$ cat config.mk
export PLATFORM = sky130hd
export DESIGN_NAME = instr_dispatch
export DESIGN_NICKNAME = d
export VERILOG_FILES = /design/src/rtl/instr_dispatch.sv
export SDC_FILE = /design/constraint.sdc
export NUM_CORES = 1
export LEC_CHECK = 0
export ABC_AREA = 1
export CAP_MARGIN = 10
export CORE_MARGIN = 3
export CORE_UTILIZATION = 45
export DETAILED_ROUTE_END_ITERATION = 8
export GPL_TIMING_DRIVEN = 0
export PLACE_DENSITY = 0.75
export SKIP_LAST_GASP = 1
export SYNTH_ARGS = -nofsm -noshare
export SYNTH_HDL_FRONTEND = slang
export SYNTH_SLANG_ARGS = --single-unit
$ cat constraint.sdc
create_clock -name clock -period 4.2 [get_ports clock]
set_clock_uncertainty 0.1 [all_clocks]
set_input_delay 0.63 -clock clock [delete_from_list [all_inputs] [get_ports clock]]
set_output_delay 0.63 -clock clock [all_outputs]
set_load 0.01 [all_outputs]
$ cat src/rtl/instr_dispatch.sv
// Instruction dispatcher: accepts one instruction at a time, decodes the
// opcode to a one-hot datapath FSM start, waits for that FSM's done pulse
// (with a cycle timeout), retires the instruction and counts retirements.
module instr_dispatch #(
  parameter int unsigned TIMEOUT_CYCLES = 32,
  parameter int unsigned CNT_W          = 16
) (
  input  logic             clock,
  input  logic             reset,
  input  logic             instr_valid,
  input  logic [15:0]      instr,
  input  logic [3:0]       fsm_done,
  input  logic             clear_error,
  output logic             instr_ready,
  output logic [3:0]       FSM_start,
  output logic [3:0]       opcode,
  output logic [5:0]       param1,
  output logic [5:0]       param2,
  output logic             busy,
  output logic             done_pulse,
  output logic             error,
  output logic             timeout,
  output logic [CNT_W-1:0] instr_count
);

  typedef enum logic [2:0] {
    IDLE     = 3'd0,
    DECODE   = 3'd1,
    START    = 3'd2,
    WAIT     = 3'd3,
    COMPLETE = 3'd4,
    ERROR    = 3'd5
  } state_t;

  localparam logic [7:0] TIMER_LAST = 8'(TIMEOUT_CYCLES - 1);

  state_t     state;
  state_t     next_state;
  logic [3:0] sel;
  logic [3:0] dec_sel;
  logic       decoded;
  logic [7:0] timer;
  logic       sel_done;

  assign sel_done = |(fsm_done & sel);

  // Opcode to one-hot FSM select; all-zero marks an illegal opcode.
  always_comb begin
    dec_sel = '0;
    if (!opcode[3]) begin
      dec_sel = 4'b0001;
    end else begin
      unique case (opcode[2:0])
        3'b000:  dec_sel = 4'b0010;
        3'b001:  dec_sel = 4'b0100;
        3'b010:  dec_sel = 4'b1000;
        default: dec_sel = '0;
      endcase
    end
  end

  // State register.
  always_ff @(posedge clock or negedge reset) begin
    if (!reset) state <= IDLE;
    else        state <= next_state;
  end

  // Next-state logic. DECODE lasts two cycles: the first registers the
  // one-hot select, the second branches on it, placing START at N+2.
  always_comb begin
    next_state = state;
    unique case (state)
      IDLE:     if (instr_valid) next_state = DECODE;
      DECODE:   if (decoded) next_state = (sel == '0) ? ERROR : START;
      START:    next_state = WAIT;
      WAIT: begin
        if (sel_done)                 next_state = COMPLETE;
        else if (timer == TIMER_LAST) next_state = ERROR;
      end
      COMPLETE: next_state = IDLE;
      ERROR:    if (clear_error) next_state = IDLE;
      default:  next_state = IDLE;
    endcase
  end

  // Datapath registers: latched fields, select, WAIT timer, counter, timeout flag.
  always_ff @(posedge clock or negedge reset) begin
    if (!reset) begin
      opcode      <= '0;
      param1      <= '0;
      param2      <= '0;
      sel         <= '0;
      decoded     <= 1'b0;
      timer       <= '0;
      timeout     <= 1'b0;
      instr_count <= '0;
    end else begin
      if (state == IDLE && instr_valid) begin
        opcode  <= instr[15:12];
        param1  <= instr[11:6];
        param2  <= instr[5:0];
        decoded <= 1'b0;
      end
      if (state == DECODE && !decoded) begin
        sel     <= dec_sel;
        decoded <= 1'b1;
      end
      if (state == START) timer <= '0;
      if (state == WAIT)  timer <= timer + 8'd1;
      if (state == COMPLETE) instr_count <= instr_count + 1'b1;
      if (state == WAIT && next_state == ERROR)        timeout <= 1'b1;
      else if (state == DECODE && next_state == ERROR) timeout <= 1'b0;
      else if (state == ERROR && clear_error)          timeout <= 1'b0;
    end
  end

  assign instr_ready = (state == IDLE);
  assign busy        = (state == DECODE) || (state == START) ||
                       (state == WAIT)   || (state == COMPLETE);
  assign done_pulse  = (state == COMPLETE);
  assign error       = (state == ERROR);
  assign FSM_start   = (state == START) ? sel : '0;

endmodule

Word-level counts from Yosys, hierarchy flattened. Cells that the tools add are included.

Word-level logic and storage cells: 54. Bits in registers: 49.

Add/sub/neg operators: 2. Mux-type cells: 17. Eq/ne operators: 9. Bitwise logic cells: 1. Reduce and logical (&&, ||, !) cells: 16.

Operator list (count): 3-bit two-way mux (6); 16-bit by 1-bit adder with 16-bit output, second input constant (1); 8-bit two-way mux (2); 3-bit one-hot mux with 5 select lines (1); 4-bit one-hot mux with 3 select lines (1); 3-bit by 2-bit == test with 1-bit output, second input constant (3); 3-bit == test, second input constant (3); 8-bit by 1-bit adder with 8-bit output, second input constant (1); 8-bit by 5-bit == test with 1-bit output, second input constant (1); 4-bit two-way mux (2); 3-bit by 1-bit == test with 1-bit output, second input constant (2); 3-bit zero test (2); 1-bit logical AND (5); 1-bit two-way mux (5); 4-bit bitwise AND (1); 4-bit zero test (1); 2-bit nonzero test (2); 4-bit OR reduction (1); 1-bit logical OR (3); 3-bit nonzero test (1); 1-bit zero test (1).

Longest topological paths before layout. Gate-level depths: netlist of run 1.

Depth in word-level cells: 8. Depth in mapped cells: 9. Depth with buffers taken out: 9.

Worst setup path before layout of run 1. Ideal clock, no wire load.

Path type: reg2out. Start point: reg state[2]. End point: out FSM_start[0]. Buffers on the path: 0. Arrival time: 0.977 ns. Path slack: 2.493 ns. Data required time: 3.470 ns. Cell stages (with the launch flop): 4. Path through: dfrtp_1 nor2_4 nand2_2 nor2_1.

Cells in the longest elaborated chain, start to end: 2.

Ends and longest elaborated chain: start: declaration (line 37) `state_t state;`; start signal: assignment (line 65) `else state <= next_state;`; 3-bit by 2-bit == test with 1-bit output (line 122) `assign FSM_start = (state == START) ? sel : '0;`; 4-bit two-way mux (line 122); end: declaration (line 15) `output logic [3:0] FSM_start,`.

Every way passes these cells.

Final worst setup path of run 1.
Start point: reg state[2]. End point: out busy.

Cells in the longest elaborated chain, start to end: 4.

Ends and longest elaborated chain: 3-bit by 1-bit == test with 1-bit output or 3-bit by 2-bit == test with 1-bit output (tied branches) (line 118) `assign busy = (state == DECODE) || (state == START) ||`; 1-bit logical OR (2 in a row) (line 118); 1-bit logical OR * (line 119) `(state == WAIT) || (state == COMPLETE);`; end: declaration (line 19) `output logic busy,`.

Every way passes the cells marked *; elsewhere a longest branch is shown, timed or not.

==> metrics, run 1 <==
Tot GR Track Use 0.177; DR iter-0 viols 96; share of cells above drive strength 1 0.106; root buf cell clkbuf_8; largest net degree at the start of global routing 40; CORE AREA 0.00494 mm^2; P per Cell Area 544 mW/mm^2; xor/xnor cell area share of the yosys netlist 0.0617; initial antenna violation count 0; clk slew on worst S/H paths 0.10 ns; worst-margin pin slew 0.297 ns; Post-Synth Simple-Gate Area 0.315; r2r worst-path depth 7; post_cts resized 0; CTS tree built; slowest stage delay, CP 0.54 ns; via count of the first global-routing pass 1976; Vias/cell 4.78; Final Net Count 375; CTS HTree Levels 2; Startpoint Class register; Post-Syn Nets 303; number of warning messages in the yosys log 0; combinational family with the most area after synthesis simple AND/OR/NAND/NOR gates; HP Class primary input to asynchronous set/reset pin; Setup violations, final 0; Clock Latency Late Sink 0.31 ns; R2R Path End instr_count[14]; die height 78.9 um; CP cell instances nor2_4, nand2_2, nand4_1, clkdlybuf4s50_1; count of cell types in the netlist 33; mux contribution to synthesized area 0; count of final hold-check violations 0; Crit Path Max Fanout 8; syn avg cell area 8.64 um^2; fin crit period 2.63 ns; hpwl dp 3940 um; fin util 0.651; final setup TNS 0 ns; total CTS buffers 5; worst path required time 3.47 ns; Final GP Congestion 0.787; CP Launch Point state[2]; Post-Syn Area 0.00239 mm^2; routed via count 1993; Post-Synth Adder-Cell Area 0.0105; post-synthesis compound-gate area fraction 0.0471; FF+latch count, synth 49; Synth Instances 277; CP max-delay cell clkdlybuf4s50_1; IO Count 65; Routed Antenna Nets 0; register area share after synthesis 0.513; die width 78.9 um; Initial Utilization 0.484; total gr overflow 0; Max transition margin 0.801; Reg2Reg Setup Slack 2.55 ns; PortBufs 64; Multi-input gate area 0.00104 mm^2; Hold WS 0.0729 ns; Wirelength per Cell 12.3 um; total die area 0.00623 mm^2; WP data arrival 1.90 ns; Leakage Power 1.55 nW; Bufs and invs on worst path 1; leading area contributor after synthesis dfrtp_1; deepest clock path buffer count 2; pins over their slew limit 0; global-route wire length before repair 8760 um; Area Growth Syn to Fin 34.5%; total chip power 0.00175 W; n_diodes 0; CP top delay family simple AND/OR/NAND/NOR gates; outcome completed; setup repair after global routing missed its margin no; WS Path Type register to output port; total iterations of the first detailed-routing run 4; Row Count 25; clock sinks 49; register area 0.00123 mm^2; fillers 442; setup bufs post-CTS 0; hold-fix buffers at CTS 0; max-cap violations 0; worst r2r src instr_count[1]; nature of the critical path endpoint output port; VDD IR max 348 uV; drt total wl 5110 um; number of remaining DRC errors 0; part of the cycle the worst path needs 0.627; post-synth top area share 0.513; Peak Freq 380 MHz; Synth area leaders dfrtp_1 51%, nand2_1 14%, nor2_1 3.9%, inv_1 3.8%, xor2_1 3.7%
through the flow:
stage          worst slack, ns  cell area [um^2]  cells
6_report                  1.57              3220    417
5_1_grt                   1.40              3220    417
4_1_cts                   1.55              3220    417
3_5_place_dp              1.88              3130    409
3_3_place_gp             0.980              3120    408
2_1_floorplan             2.49              2390    277
layout make-up:
cell class                 instances  area share
inverter                          30      0.0350
sequential                        49       0.381
tap                               67      0.0260
multi-input combinational        195       0.323
clock buffer                       6      0.0226
timing repair buffer              65       0.204
buffer                             3     0.00428
clock inverter                     2     0.00428
layout by cell type, fill, tap and decap left out, types with 3 or more instances in the layout:
cell type        instances
clkdlybuf4s50_1         63
nor3_1                   3
nor2_1                  25
xnor2_1                  5
nor2_4                   6
nand2_1                 91
buf_2                    3
xor2_1                  10
nand4_1                  5
clkbuf_8                 5
nand2_2                  4
dfrtp_1                 49
inv_1                   24
o21ai_0                 10
nand3_1                 12
inv_2                    5
cells in the mapped netlist (all sizes together):
master,number
a31oi,1
nand3b,1
nor3b,1
nor2,32
clkbuf,1
xnor2,6
a32o,1
inv,29
nand3,15
or2,1
o21ai,12
clkinv,1
a22o,1
nand4,6
dfrtp,49
nor3,5
o22ai,2
xor2,10
ha,2
o211ai,2
nand2,97
buf,2
logic make-up after synthesis:
kind of cell	Yosys count
DFF	49
adders and majority gates	2
buffers and inverters	33
and+or+nand+nor	158
xor gates and xnor gates	16
AOI/OAI and AO/OA	19
worst max path at each step:
stage,end,slack [ns],cells after the start
after floorplan,FSM_start[0],2.49,3
after global placement,param2[4],0.98,1
after detailed placement,busy,1.88,4
after CTS,busy,1.55,4
after global routing,FSM_start[1],1.40,4
final,busy,1.57,4
where the power goes:
group | switching (W) | internal (W) | leakage [nW]
registers | 0.000127 | 0.000609 | 0.645
clock network | 0.000167 | 0.000119 | 0.0456
logic | 0.000378 | 0.000352 | 0.859
total | 0.000672 | 0.00108 | 1.55
flip-flops by register name, summed over array words and instances (netlist names):
register     cells
instr_count     16
decoded          1
param2           6
timeout          1
timer            8
state            3
param1           6
sel              4
opcode           4
metal layers:
| layer | wire [um] | track usage | share of wire |
|---|---|---|---|
| met2 | 2350 | 0.295 | 0.46 |
| met5 | 0 | 0 | 0 |
| met4 | 80 | 0.0567 | 0.016 |
| met1 | 2360 | 0.219 | 0.46 |
| met3 | 312 | 0.0556 | 0.061 |
Note: power is estimated with default switching activity, not from simulation.
==> run 2: changes to the inputs <==
Clock period 4.2 ns to 2.8 ns, I/O delays scaled along.
==> run 2 against run 1 <==
First-iteration DRC count fell by 1.0%. Setup slack got worse by 1.2 ns. Combinational power rose by 51%. Register-to-register slack got worse by 1.4 ns. Largest cell class unchanged.
==> metrics, run 2 (synthesis results as in run 1) <==
share of cells above drive strength 1 0.105 (-0.000301); PortBufs 64 (unchanged); Reg2Reg Setup Slack 1.16 ns (-1.39 ns); worst hold path endpoint param1[2]; biggest regs instr_count (16), timer (8); max-cap violations 0 (unchanged); CORE AREA 0.00494 mm^2 (unchanged); Final GP Congestion 0.787 (unchanged); CTS tree built; HP Class register to register; most frequent cells in the layout 91 x nand2_1, 63 x clkdlybuf4s50_1, 49 x dfrtp_1; Setup violations, final 0 (unchanged); r2r worst-path depth 7 (unchanged); max FFs per register 16 (unchanged); number of remaining DRC errors 0 (unchanged); internal power 0.00162 W (+50%); WS Path Type register to output port; via count of the first global-routing pass 1985 (+0.46%); routed via count 1998 (+0.25%); outcome completed; Min-Delay Path Depth 2; Comb power frac 0.417 (about the same); CTS HTree Levels 2 (unchanged); hpwl dp 3940 um (unchanged); Tot GR Track Use 0.178 (+0.000729); global-route wire length before repair 8800 um (+0.47%); pins over their slew limit 0 (unchanged); nature of the critical path endpoint output port; IO Count 65 (unchanged); WP data arrival 1.90 ns (about the same); Row Count 25 (unchanged); most common cell after layout, fill and taps aside nand2_1; Peak Freq 413 MHz; Final Net Count 376 (+0.27%); setup repair after global routing missed its margin no; total die area 0.00623 mm^2 (unchanged); count of final hold-check violations 0 (unchanged); clock sinks 49 (unchanged); worst r2r src instr_count[1]; fin crit period 2.42 ns; fin util 0.653 (+0.00203); net switching power 0.00101 W (+50%); root buf cell clkbuf_8; Leakage Power 1.55 nW (+0.27%); n_diodes 0 (unchanged); net switching fraction of the power 0.383 (about the same); DR iter-0 viols 95 (-1.0%); Startpoint Class register; Seq pwr share 0.420 (about the same); total chip power 0.00263 W (+50%); deepest clock path buffer count 2 (unchanged); fillers 443 (+0.23%); setup bufs post-CTS 0 (unchanged); total CTS buffers 5 (unchanged); Clk pwr share 0.163 (about the same); Hold Path Origin param1[2]; Wirelength per Cell 12.3 um (+0.17%); Clock Latency Late Sink 0.31 ns (about the same); drt total wl 5130 um (+0.41%); total iterations of the first detailed-routing run 4 (unchanged); R2R Path End instr_count[14]; Reg with most FFs instr_count; P per Cell Area 814 mW/mm^2 (+50%); initial antenna violation count 0 (unchanged); largest net degree at the start of global routing 40 (unchanged); post_cts resized 0 (unchanged); Crit Path Max Fanout 8 (unchanged); worst path required time 2.28 ns (-1.19 ns); Initial Utilization 0.484 (unchanged); clk slew on worst S/H paths 0.10 ns (about the same); worst-margin pin slew 0.300 ns (+0.00335 ns); part of the cycle the worst path needs 0.866; Area Growth Syn to Fin 34.9%; VDD IR max 522 uV (+50%); die width 78.9 um (unchanged); final setup TNS 0 ns (unchanged); Routed Antenna Nets 0 (unchanged); total gr overflow 0 (unchanged); Vias/cell 4.78 (about the same); Max transition margin 0.800 (-0.00150); die height 78.9 um (unchanged)
## run 2: worst max path at each step
stage / startpoint / endpoint / slack (ns) / depth (start not counted)
global placement: reset / param2[4] / -0.21 / 1
detailed placement: state[2] / busy / 0.69 / 4
finish: state[2] / busy / 0.38 / 4
CTS: state[2] / busy / 0.36 / 4
global route: state[2] / FSM_start[1] / 0.21 / 4
floorplan: state[2] / FSM_start[0] / 1.30 / 3
## run 2: metal layers
metal | global-route usage | part of all wire | routed length (um)
met2 | 0.296 | 0.46 | 2370
met4 | 0.0567 | 0.016 | 80
met5 | 0 | 0 | 0
met3 | 0.0556 | 0.059 | 305
met1 | 0.220 | 0.46 | 2380
## run 2: final cells by class
class,instances,area [um^2],area share
buffer,3,13.8,0.00426
multi-input combinational,195,1040,0.322
timing repair buffer,66,666,0.206
clock buffer,6,72.6,0.0225
tap,67,83.8,0.0260
clock inverter,2,13.8,0.00426
inverter,30,113,0.0349
sequential,49,1230,0.380
## run 2: power by group through the flow
stage | clock (W) | combinational [W] | sequential (W)
2_1_floorplan | 0 | 0.000544 | 0.00114
3_3_place_gp | 0 | 0.00108 | 0.00111
3_5_place_dp | 0 | 0.00111 | 0.00111
4_1_cts | 0.000436 | 0.00112 | 0.00110
5_1_grt | 0.000472 | 0.00122 | 0.00114
6_report | 0.000429 | 0.00110 | 0.00110
## run 2: worst max-delay path, stage by stage, from the launching register on
cell	delay [ns]
dfrtp_1	0.49
nor2_4	0.25
nand2_2	0.16
nand4_1	0.15
clkdlybuf4s50_1	0.54
## run 2: metrics by stage
step                      hold slack, ns  setup WS [ns]  cell area, um^2  instances
final                              0.389          0.376             3230        418
after global routing               0.428          0.211             3230        418
after CTS                          0.398          0.357             3230        418
after global placement             0.363         -0.210             3120        408
after detailed placement           0.206          0.692             3130        409
after floorplan                   0.0244           1.30             2390        277
## run 2: timing repair
action | in CTS | in global routing
hold endpoints to repair | 10 | 0
endpoints found under the setup margin | 0 | 0
hold buffers | 1 | 0
==> run 3: changes to the inputs <==
Settings changed: CAP_MARGIN 10 to default.
==> results of run 3 <==
The final DEF is identical to that of run 2; final timing and power are the same.
